[config.mk]
export PLATFORM = sky130hd
export DESIGN_NAME = sram_ctrl_flat
export DESIGN_NICKNAME = d
export VERILOG_FILES = /design/src/rtl/sarm_mem_pkg.sv /design/src/rtl/sram_ctrl_if.sv /design/src/rtl/sram_ctrl.sv /design/src/flat_wrapper.sv
export SDC_FILE = /design/constraint.sdc
export NUM_CORES = 1
export LEC_CHECK = 0
export BUFFER_PORTS_ARGS = -buffer_cell sky130_fd_sc_hd__buf_2
export CORE_MARGIN = 4
export CORE_UTILIZATION = 37
export DETAILED_ROUTE_END_ITERATION = 10
export HOLD_SLACK_MARGIN = 0.02
export SETUP_SLACK_MARGIN = 0.02
export SLEW_MARGIN = 20
export SYNTH_ARGS = -nofsm -noshare
export SYNTH_HDL_FRONTEND = slang
export SYNTH_SLANG_ARGS = --single-unit
export TNS_END_PERCENT = 5
[constraint.sdc]
create_clock -name clk -period 3.9 [get_ports clk]
set_clock_uncertainty 0.15 [all_clocks]
set_input_delay 0.78 -clock clk [delete_from_list [all_inputs] [get_ports clk]]
set_output_delay 0.78 -clock clk [all_outputs]
set_load 0.02 [all_outputs]
[src/rtl/sarm_mem_pkg.sv]
// sarm_mem_pkg: shared types and constants for the SRAM memory controller
package sarm_mem_pkg;
    typedef enum logic [1:0] {IDLE, LO, HI, DONE} state_t;
    localparam int ADDR_BASE_DEF = 1024;
    localparam int HW = 16;
endpackage

[src/rtl/sram_ctrl_if.sv]
// sram_ctrl_if: MEM-stage word access bus between pipeline (master) and SRAM controller (slave)
// wr_en/rd_en: held requests; address: byte address; write_data/read_data: 32-bit words;
// ready: 1 when no access is pending, 0 freezes the pipeline
interface sram_ctrl_if;
    logic        wr_en;
    logic        rd_en;
    logic [31:0] address;
    logic [31:0] write_data;
    logic [31:0] read_data;
    logic        ready;
    modport master(output wr_en, rd_en, address, write_data, input read_data, ready);
    modport slave(input wr_en, rd_en, address, write_data, output read_data, ready);
endinterface

[src/rtl/sram_ctrl.sv]
// sram_ctrl: splits each 32-bit MEM-stage access into two timed halfword accesses on a 16-bit async SRAM
// clk/rst: clock and synchronous active-high reset; mem: word bus to the MEM stage;
// sram_addr: halfword address; sram_dq_out/sram_dq_oe/sram_dq_in: data pad; sram_we_n/sram_oe_n: strobes
module sram_ctrl
    import sarm_mem_pkg::*;
#(
    parameter int ACCESS_CYCLES = 3,
    parameter int ADDR_BASE     = ADDR_BASE_DEF,
    parameter int SRAM_AW       = 18
) (
    input  logic               clk,
    input  logic               rst,
    sram_ctrl_if.slave         mem,
    output logic [SRAM_AW-1:0] sram_addr,
    output logic [HW-1:0]      sram_dq_out,
    output logic               sram_dq_oe,
    input  logic [HW-1:0]      sram_dq_in,
    output logic               sram_we_n,
    output logic               sram_oe_n
);
    localparam int CW = ACCESS_CYCLES > 1 ? $clog2(ACCESS_CYCLES) : 1;
    localparam logic [CW-1:0] LAST = CW'(ACCESS_CYCLES - 1);
    state_t             state, state_nx;
    logic [CW-1:0]      cnt, cnt_nx;
    logic               is_wr, last, busy, req;
    logic [SRAM_AW-2:0] idx;
    logic [31:0]        wdata, rdata;
    assign req  = mem.rd_en || mem.wr_en;
    assign busy = state == LO || state == HI;
    assign last = cnt == LAST;
    always_comb begin
        state_nx = state;
        cnt_nx   = (busy && !last) ? cnt + 1'b1 : '0;
        if (state == IDLE) state_nx = req ? LO : IDLE;
        else if (state == DONE) state_nx = IDLE;
        else if (last) state_nx = state == LO ? HI : DONE;
    end
    always_ff @(posedge clk) begin
        if (rst) begin
            state <= IDLE;
            cnt   <= '0;
            is_wr <= 1'b0;
            idx   <= '0;
            wdata <= '0;
            rdata <= '0;
        end else begin
            state <= state_nx;
            cnt   <= cnt_nx;
            if (state == IDLE && req) begin
                is_wr <= mem.wr_en;
                // byte offset to word index; the cast drops address[1:0] and wraps out-of-range indices
                idx   <= (SRAM_AW-1)'((mem.address - 32'(ADDR_BASE)) >> 2);
                wdata <= mem.write_data;
            end
            // capture each half at the end of its phase, after a full access time
            if (busy && !is_wr && last) begin
                if (state == LO) rdata[15:0] <= sram_dq_in;
                else rdata[31:16] <= sram_dq_in;
            end
        end
    end
    assign mem.ready     = (state == IDLE && !req) || state == DONE;
    assign mem.read_data = rdata;
    assign sram_addr     = busy ? {idx, state == HI} : '0;
    assign sram_dq_oe    = busy && is_wr;
    assign sram_dq_out   = sram_dq_oe ? (state == HI ? wdata[31:16] : wdata[15:0]) : '0;
    // WE rises one cycle before the phase ends so address/data are held past the rising edge
    assign sram_we_n     = !(sram_dq_oe && !last);
    assign sram_oe_n     = !(busy && !is_wr);
endmodule

[src/flat_wrapper.sv]
// flat-port wrapper written by rule: the top's interface ports become plain ports
module sram_ctrl_flat import sarm_mem_pkg::*;
#(
    parameter int ACCESS_CYCLES = 3,
    parameter int ADDR_BASE     = ADDR_BASE_DEF,
    parameter int SRAM_AW       = 18
)
  (clk, rst, sram_addr, sram_dq_out, sram_dq_oe, sram_dq_in, sram_we_n, sram_oe_n, mem_wr_en, mem_rd_en, mem_address, mem_write_data, mem_read_data, mem_ready);
  sram_ctrl_if mem_i ();
  input  logic clk;
  input  logic rst;
  output logic [SRAM_AW-1:0] sram_addr;
  output logic [HW-1:0] sram_dq_out;
  output logic sram_dq_oe;
  input  logic [HW-1:0] sram_dq_in;
  output logic sram_we_n;
  output logic sram_oe_n;
  input wire logic [$bits(mem_i.wr_en)-1:0] mem_wr_en;
  input wire logic [$bits(mem_i.rd_en)-1:0] mem_rd_en;
  input wire logic [$bits(mem_i.address)-1:0] mem_address;
  input wire logic [$bits(mem_i.write_data)-1:0] mem_write_data;
  output wire logic [$bits(mem_i.read_data)-1:0] mem_read_data;
  output wire logic [$bits(mem_i.ready)-1:0] mem_ready;
  assign mem_i.wr_en = mem_wr_en;
  assign mem_i.rd_en = mem_rd_en;
  assign mem_i.address = mem_address;
  assign mem_i.write_data = mem_write_data;
  assign mem_read_data = mem_i.read_data;
  assign mem_ready = mem_i.ready;
  sram_ctrl #(.ACCESS_CYCLES(ACCESS_CYCLES), .ADDR_BASE(ADDR_BASE), .SRAM_AW(SRAM_AW)) u_core (.clk(clk), .rst(rst), .mem(mem_i), .sram_addr(sram_addr), .sram_dq_out(sram_dq_out), .sram_dq_oe(sram_dq_oe), .sram_dq_in(sram_dq_in), .sram_we_n(sram_we_n), .sram_oe_n(sram_oe_n));
endmodule
* After elaboration in Yosys (flattened, before gate mapping)
Index checks and enable logic that the tools add are counted.
** Word-level totals
- Register bits after elaboration :: 86
- Input bits :: 84
- Output and inout port bits :: 70
- Logic and storage cells :: 43
** Cells by class
- Add/sub/neg operators :: 2
- Equality and inequality tests :: 4
- Muxes and demuxes :: 8
- Bitwise gates (word level) :: 2
- Reductions and logical operators :: 20
** Operators by type and width (number)
- $mux W16 :: 2
- $sub A19 B11 Y19 const B :: 1
- $mux W18 :: 1
- $logic_and A1 B1 Y1 :: 7
- $eq A2 B2 Y1 const B :: 3
- $mux W2 :: 3
- $logic_not A1 Y1 :: 5
- $reduce_and A2 Y1 :: 2
- $logic_or A1 B1 Y1 :: 3
- $reduce_bool A3 Y1 :: 1
- $add A2 B1 Y2 const B :: 1
- $eq A2 B1 Y1 const B :: 1
- $logic_not A2 Y1 :: 1
- $mux W1 :: 2
- $not A1 Y1 :: 2
- $reduce_or A2 Y1 :: 1

* Longest topological paths before layout
Gate-level depths: netlist of run 1.
- Word-level depth :: 5
- Gate-level depth with buffers :: 7
- Gate-level depth less buffers :: 5

* Least setup slack after synthesis of run 1
No wires, ideal clock.
- Kind :: reg-to-output
- Start :: reg u_core.state[0]
- End :: out sram_dq_out[10]
- Arrival time :: 1756 ps
- Required time :: 2970 ps
- Path slack :: 1214 ps
- Stages on the path, launching flop included :: 7
- Buffers on the path :: 2
- Cell sequence :: dfxtp_1 > inv_1 > ha_1 > clkbuf_1 > buf_2 > mux2i_1 > nor2_1
** Between the ends
- Longest elaborated chain between the ends :: 4
- Elaborated cells between the ends (all ways) :: 6
- Those cells by class :: 2 x eq/ne; 2 x mux; 2 x reduce/logical
** RTL lines
- start, declared :: line sram_ctrl.sv:23 : state_t state, state_nx;
- start signal, assigned :: line sram_ctrl.sv:47 : state <= state_nx;
- $eq A2 B1 Y1 or $eq A2 B2 Y1 (tied branches) :: line sram_ctrl.sv:29, sram_ctrl.sv:66
- $logic_or A1 B1 Y1 :: line sram_ctrl.sv:29 : assign busy = state == LO || state == HI;
- $logic_and A1 B1 Y1 :: line sram_ctrl.sv:65 : assign sram_dq_oe = busy && is_wr;
- $mux W16 (*) :: line sram_ctrl.sv:66 : assign sram_dq_out = sram_dq_oe ? (state == HI ? wdata[31:16] : wdata[15:0]) : '0;
- end, declared :: line flat_wrapper.sv:13 : output logic [HW-1:0] sram_dq_out;
Every way passes the cells marked *; elsewhere a longest branch is shown, timed or not.

* Worst setup path in the final report of run 1
- Start :: reg u_core.state[0]
- End :: out sram_we_n
** Between the ends
- Longest elaborated chain between the ends :: 5
- Elaborated cells between the ends (all ways) :: 6
- Those cells by class :: 2 x eq/ne; 4 x reduce/logical
** RTL lines
- $eq A2 B1 Y1 or $eq A2 B2 Y1 (tied branches) :: line sram_ctrl.sv:29
- $logic_or A1 B1 Y1 (*) :: line sram_ctrl.sv:29
- $logic_and A1 B1 Y1 (*) :: line sram_ctrl.sv:65
- $logic_and A1 B1 Y1 (*) :: line sram_ctrl.sv:68 : assign sram_we_n = !(sram_dq_oe && !last);
- $logic_not A1 Y1 (*) :: line sram_ctrl.sv:68
- end, declared :: line flat_wrapper.sv:16 : output logic sram_we_n;
Marks and branches as above.

==> impl_results.md, run 1 <==
- Detail Route Antenna Nets: 0
- Initial DRC count: 154
- Worst slew margin: 0.396
- Worst setup EP type: primary output
- Worst path buffer plus inverter count: 3
- Power per cell area: 431 nW/um^2
- Tcrit/Tclk final: 0.846
- Rows: 35
- CTS Sinks: 86
- Hold endpoint: u_core.cnt[0]
- Sequential share of the synthesized area: 0.488
- Routability cong.: 0.775
- Peak supply drop: 0.233 mV
- Placed insts: 694
- Status: finished, final reports clean
- CP top delay family: simple AND/OR/NAND/NOR gates
- Logic pwr share: 0.155
- Tot Pwr: 1960 uW
- First-pass GRT wire length: 15.1 mm
- CP max-delay cell: nand2_1
- Internal: 1430 uW
- Vias in the first global route: 3164
- Fraction of layout cells with a size suffix above 1: 0.282
- Setup tns final: 0 ns
- Starting density of the core: 0.382
- Largest net degree at the start of global routing: 86
- Crit path max fanout: 25
- Net Switching: 532 uW
- Crit start category: flip-flop
- Switching Fraction: 0.271
- Max Cap Violations: 0
- Clock network power share: 0.353
- RSZ-0062 raised after global routing: no
- Clock network latency to the later pin of the worst-skew pair: 0.34 ns
- Worst hold path type: reg -> reg
- Cells along the critical path: inv_1 -> ha_1 -> buf_4 -> nand2_1 -> or2_2 -> buf_2
- Leak: 0.00200 uW
- Number of gates resized after CTS: 0
- Reg2reg end: u_core.mem.read_data[26]
- Final cell count without fillers: 710
- Area delta synth->final: 28.9%
- Longest Clk Path Bufs: 2
- Worst hold path depth: 1
- Cells on worst reg2reg path: 6
- Commonest non-fill, non-tap cell in the layout: nand2_1
- Worst R2R Start: u_core.state[0]
- Final min period: 3.30 ns
- Mapped Area: 3530 sq um
- N_diodes: 0
- Fmax: 303 MHz
- Die H: 106 um
- Critical Path RT: 2.97 ns
- I/O Buffers: 138
- Total GRT Usage: 0.165
- Core box area: 9240 sq um
- Hold-fix buffers at CTS: 0
- Worst-Margin Slew: 0.906 ns
- Vias per cell: 4.70
- # IOs: 154
- Hold slack: 0.267 ns
- Die area: 11200 sq um
- Nets: 666
- CP arrival: 2.37 ns
- Syn_nets: 542
- Placed Area: 4330 sq um
- Syn_area_per_cell: 7.81 sq um
- Most frequent cells in the layout: nand2_1, buf_2, dfxtp_1
- # setup viols final: 0
- Cell area after layout: 4550 sq um
- Die X: 106 um
- Power share of the sequential group: 0.492
- Synth unique cells: 32
- Post-CTS Setup Bufs: 0
- Vias: 3338
- Routed WL: 9.47 mm
- Fin. max-slew vios: 0
- Synth Warn #: 0
- Residual DRC: 0
- Critical path type: reg -> out
- CTS tree: built
- Post-detailed-route wirelength per cell: 13.3 um
- Synth Register Bits: 86
- R2R Setup Slk: 1.64 ns
- Mapped Cells: 452
- CP max stage delay: 0.44 ns
- Reg clk slew, reported paths: 0.08 ns
- CTS Root Cell: clkbuf_8
- H-tree levels: 3
- Worst Min Path Start: u_core.cnt[0]
- Endpoints failing hold: 0
- Detailed Routing Iterations Pass 1: 4
- Initial antenna violation count: 0
- DP HPWL: 6.63 mm
- Grt total ovfl: 0
- CTS buffer count: 9
==> per-stage QoR <==
stage	worst slack, ns	util
after global routing	0.405	0.492
after detailed placement	0.894	0.468
after floorplan	1.21	-
after global placement	0.971	0.468
final	0.602	0.492
after CTS	0.511	0.492
==> registers in the layout (all words and copies together) (netlist names) <==
register and count:
u_core.state 2, u_core.wdata 32, u_core.cnt 2, u_core.is_wr 1
u_core.idx 17, u_core.mem.read_data 32
==> metal layers <==
layer	part of all wire	vias up	wire, um	global-route usage
met5	0	-	0	0
li1	-	1735	-	-
met2	0.46	90	4340	0.271
met3	0.059	10	558	0.0410
met1	0.47	1503	4460	0.213
met4	0.013	0	120	0.0500
==> power by group through the flow <==
stage	combinational, uW	sequential [uW]	clock [uW]
6_report	304	963	692
5_1_grt	342	970	750
4_1_cts	308	963	711
3_5_place_dp	307	984	0
3_3_place_gp	304	981	0
2_1_floorplan	198	978	0
==> cell families (layout without fill, tap and decap cells) <==
group                      count (synthesis)  in the layout  synth area share
AOI/OAI and AO/OA                         88             88             0.135
xor gates and xnor gates                   2              2           0.00497
adders and majority gates                  6              6            0.0213
buffers and inverters                     38            167            0.0411
DFF                                       86             86             0.488
muxes                                     16             16            0.0454
and+or+nand+nor                          216            216             0.265
==> worst max-delay path by stage <==
stage / start / to / slack (ns) / cells past startpoint
global route: u_core.state[0] / sram_we_n / 0.41 / 6
finish: u_core.state[0] / sram_we_n / 0.60 / 6
floorplan: u_core.state[0] / sram_dq_out[10] / 1.21 / 6
global placement: u_core.state[1] / sram_we_n / 0.97 / 6
CTS: u_core.state[0] / sram_we_n / 0.51 / 6
detailed placement: u_core.state[0] / sram_we_n / 0.89 / 6
==> Yosys cell counts (all sizes together) <==
cell type | instances | share of area
xnor2 | 2 | 0.0050
inv | 7 | 0.0074
a21oi | 73 | 0.10
nor3 | 3 | 0.0043
a311oi | 2 | 0.0050
and4 | 3 | 0.0074
o21a | 1 | 0.0021
nor4 | 5 | 0.0089
nor4bb | 1 | 0.0028
mux2i | 16 | 0.045
a211oi | 8 | 0.017
nor2b | 1 | 0.0018
o31ai | 1 | 0.0021
or4 | 1 | 0.0032
or2 | 1 | 0.0018
ha | 6 | 0.021
nor2 | 30 | 0.032
and4b | 1 | 0.0028
dfxtp | 86 | 0.49
or3 | 2 | 0.0035
nand4b | 1 | 0.0025
nor3b | 1 | 0.0021
nand4bb | 1 | 0.0032
nand2 | 147 | 0.16
nand2b | 1 | 0.0018
o21ai | 2 | 0.0028
a21o | 1 | 0.0021
and2 | 17 | 0.030
buf | 4 | 0.0050
clkbuf | 27 | 0.029
==> cell type report <==
class	instances	area [sq um]
clock buffer	11	141
clock inverter	5	81.3
fill	951	4690
inverter	7	26.3
multi-input combinational	328	1680
sequential	86	1720
tap	129	161
timing repair buffer	144	736
Note: power is estimated with default switching activity, not from simulation.
==> run 2, diff against run 1 <==
Settings changed: PLACE_DENSITY from default to 0.67.
Clock period 3.9 ns to 2.9 ns, I/O delays scaled along.
==> run 2 against run 1 <==
Effect of this change: global-route usage rose by 0.064 points; via count increased by 1.6%; wire length is 1.5% lower; core utilization fell by 0.15 points.
==> impl_results.md, run 2 (synthesized netlist as in run 1, its figures left out) <==
- Status: finished, final reports clean
- Worst setup EP type: primary output
- Final cell count without fillers: 711
- Longest Clk Path Bufs: 2
- I/O Buffers: 138
- Crit path max fanout: 18
- Final min period: 2.54 ns
- Die X: 106 um
- Worst hold path type: reg -> reg
- Residual DRC: 0
- Hold-fix buffers at CTS: 0
- CP max-delay cell: dfxtp_1
- Number of gates resized after CTS: 0
- Reg clk slew, reported paths: 0.08 ns
- CP arrival: 1.81 ns
- Tcrit/Tclk final: 0.877
- Rows: 35
- Fill cell count: 948
- CP top delay family: buffers and inverters
- Initial antenna violation count: 0
- Met2 WL: 4.40 mm
- Critical path type: reg -> out
- Die H: 106 um
- Leak: 0.00200 uW
- Fin. max-slew vios: 0
- CTS tree: built
- Met3 routed WL: 616 um
- RSZ-0062 raised after global routing: no
- Worst-Margin Slew: 0.674 ns
- Initial DRC count: 211
- Total GRT Usage: 0.165
- Die area: 11200 sq um
- Detail Route Antenna Nets: 0
- Placed insts: 697
- Area delta synth->final: 28.5%
- Power per cell area: 555 nW/um^2
- Grt total ovfl: 0
- Worst slew margin: 0.550
- Critical Path RT: 2.17 ns
- CTS Root Cell: clkbuf_8
- Core box area: 9240 sq um
- CTS Sinks: 86
- Max Cap Violations: 0
- Setup tns final: 0 ns
- Vias in the first global route: 3123
- Routability cong.: 0.822
- Placed Area: 4350 sq um
- Met1 WL: 4.16 mm
- # setup viols final: 0
- Uppermost layer routed: met4
- N_diodes: 0
- # IOs: 154
- Nets: 669
- Vias: 3390
- CP max stage delay: 0.39 ns
- Post-detailed-route wirelength per cell: 13.1 um
- DP HPWL: 6.65 mm
- Worst path buffer plus inverter count: 3
- Fmax: 393 MHz
- First-pass GRT wire length: 15.1 mm
- Multi-input logic area: 1680 sq um
- Commonest non-fill, non-tap cell in the layout: nand2_1
- Largest net degree at the start of global routing: 45
- Storage cell area: 1720 sq um
- Cell area after layout: 4530 sq um
- Clock network latency to the later pin of the worst-skew pair: 0.34 ns
- Routed WL: 9.34 mm
- Most frequent cells in the layout: nand2_1, buf_2, dfxtp_1
- Cells along the critical path: inv_1 -> ha_1 -> nand2_1 -> buf_4 -> or2_2 -> buf_2
- Starting density of the core: 0.382
- Detailed Routing Iterations Pass 1: 4
- Vias per cell: 4.77
- CTS buffer count: 9
- Peak supply drop: 0.233 mV
- Crit start category: flip-flop
- Post-CTS Setup Bufs: 0
- H-tree levels: 3
- Fraction of layout cells with a size suffix above 1: 0.285
- Endpoints failing hold: 0
run 2: routing by layer:
layer / global-route usage / up-vias
li1: - / 1738
met1: 0.211 / 1546
met2: 0.265 / 91
met3: 0.0502 / 15
met4: 0.0564 / 0
met5: 0 / -
run 2: metrics by stage:
stage,hold WS [ns],util,power (uW),worst slack [ns]
2_1_floorplan,0.241,-,1580,0.414
3_3_place_gp,0.251,0.471,1720,0.692
3_5_place_dp,0.254,0.471,1740,0.663
4_1_cts,0.266,0.491,2550,0.333
5_1_grt,0.300,0.491,2660,0.256
6_report,0.263,0.491,2510,0.358
run 2: path summary, 6_finish.rpt:
| check | startpoint | end | slack [ns] | cells past startpoint |
|---|---|---|---|---|
| max | u_core.state[1] | sram_we_n | 0.36 | 6 |
| min reg2reg | u_core.cnt[0] | u_core.cnt[0] | 0.26 | 1 |
| max reg2reg | u_core.state[1] | u_core.mem.read_data[11] | 0.68 | 6 |
| min | u_core.cnt[0] | u_core.cnt[0] | 0.26 | 1 |
run 2: cell type report:
| cell class | instances | area share |
|---|---|---|
| Sequential cell | 86 | 0.380 |
| Multi-Input combinational cell | 328 | 0.371 |
| Timing Repair Buffer | 147 | 0.167 |
| Tap cell | 129 | 0.0356 |
| Clock buffer | 10 | 0.0304 |
| Clock inverter | 4 | 0.0108 |
| Inverter | 7 | 0.00579 |
run 2: where the power goes:
part | switching (uW) | leakage [uW] | total (uW) | internal (uW)
clock | 399 | 0.0000980 | 810 | 411
combinational | 256 | 0.00120 | 409 | 153
sequential | 37.1 | 0.000704 | 1290 | 1260
total | 693 | 0.00200 | 2510 | 1820
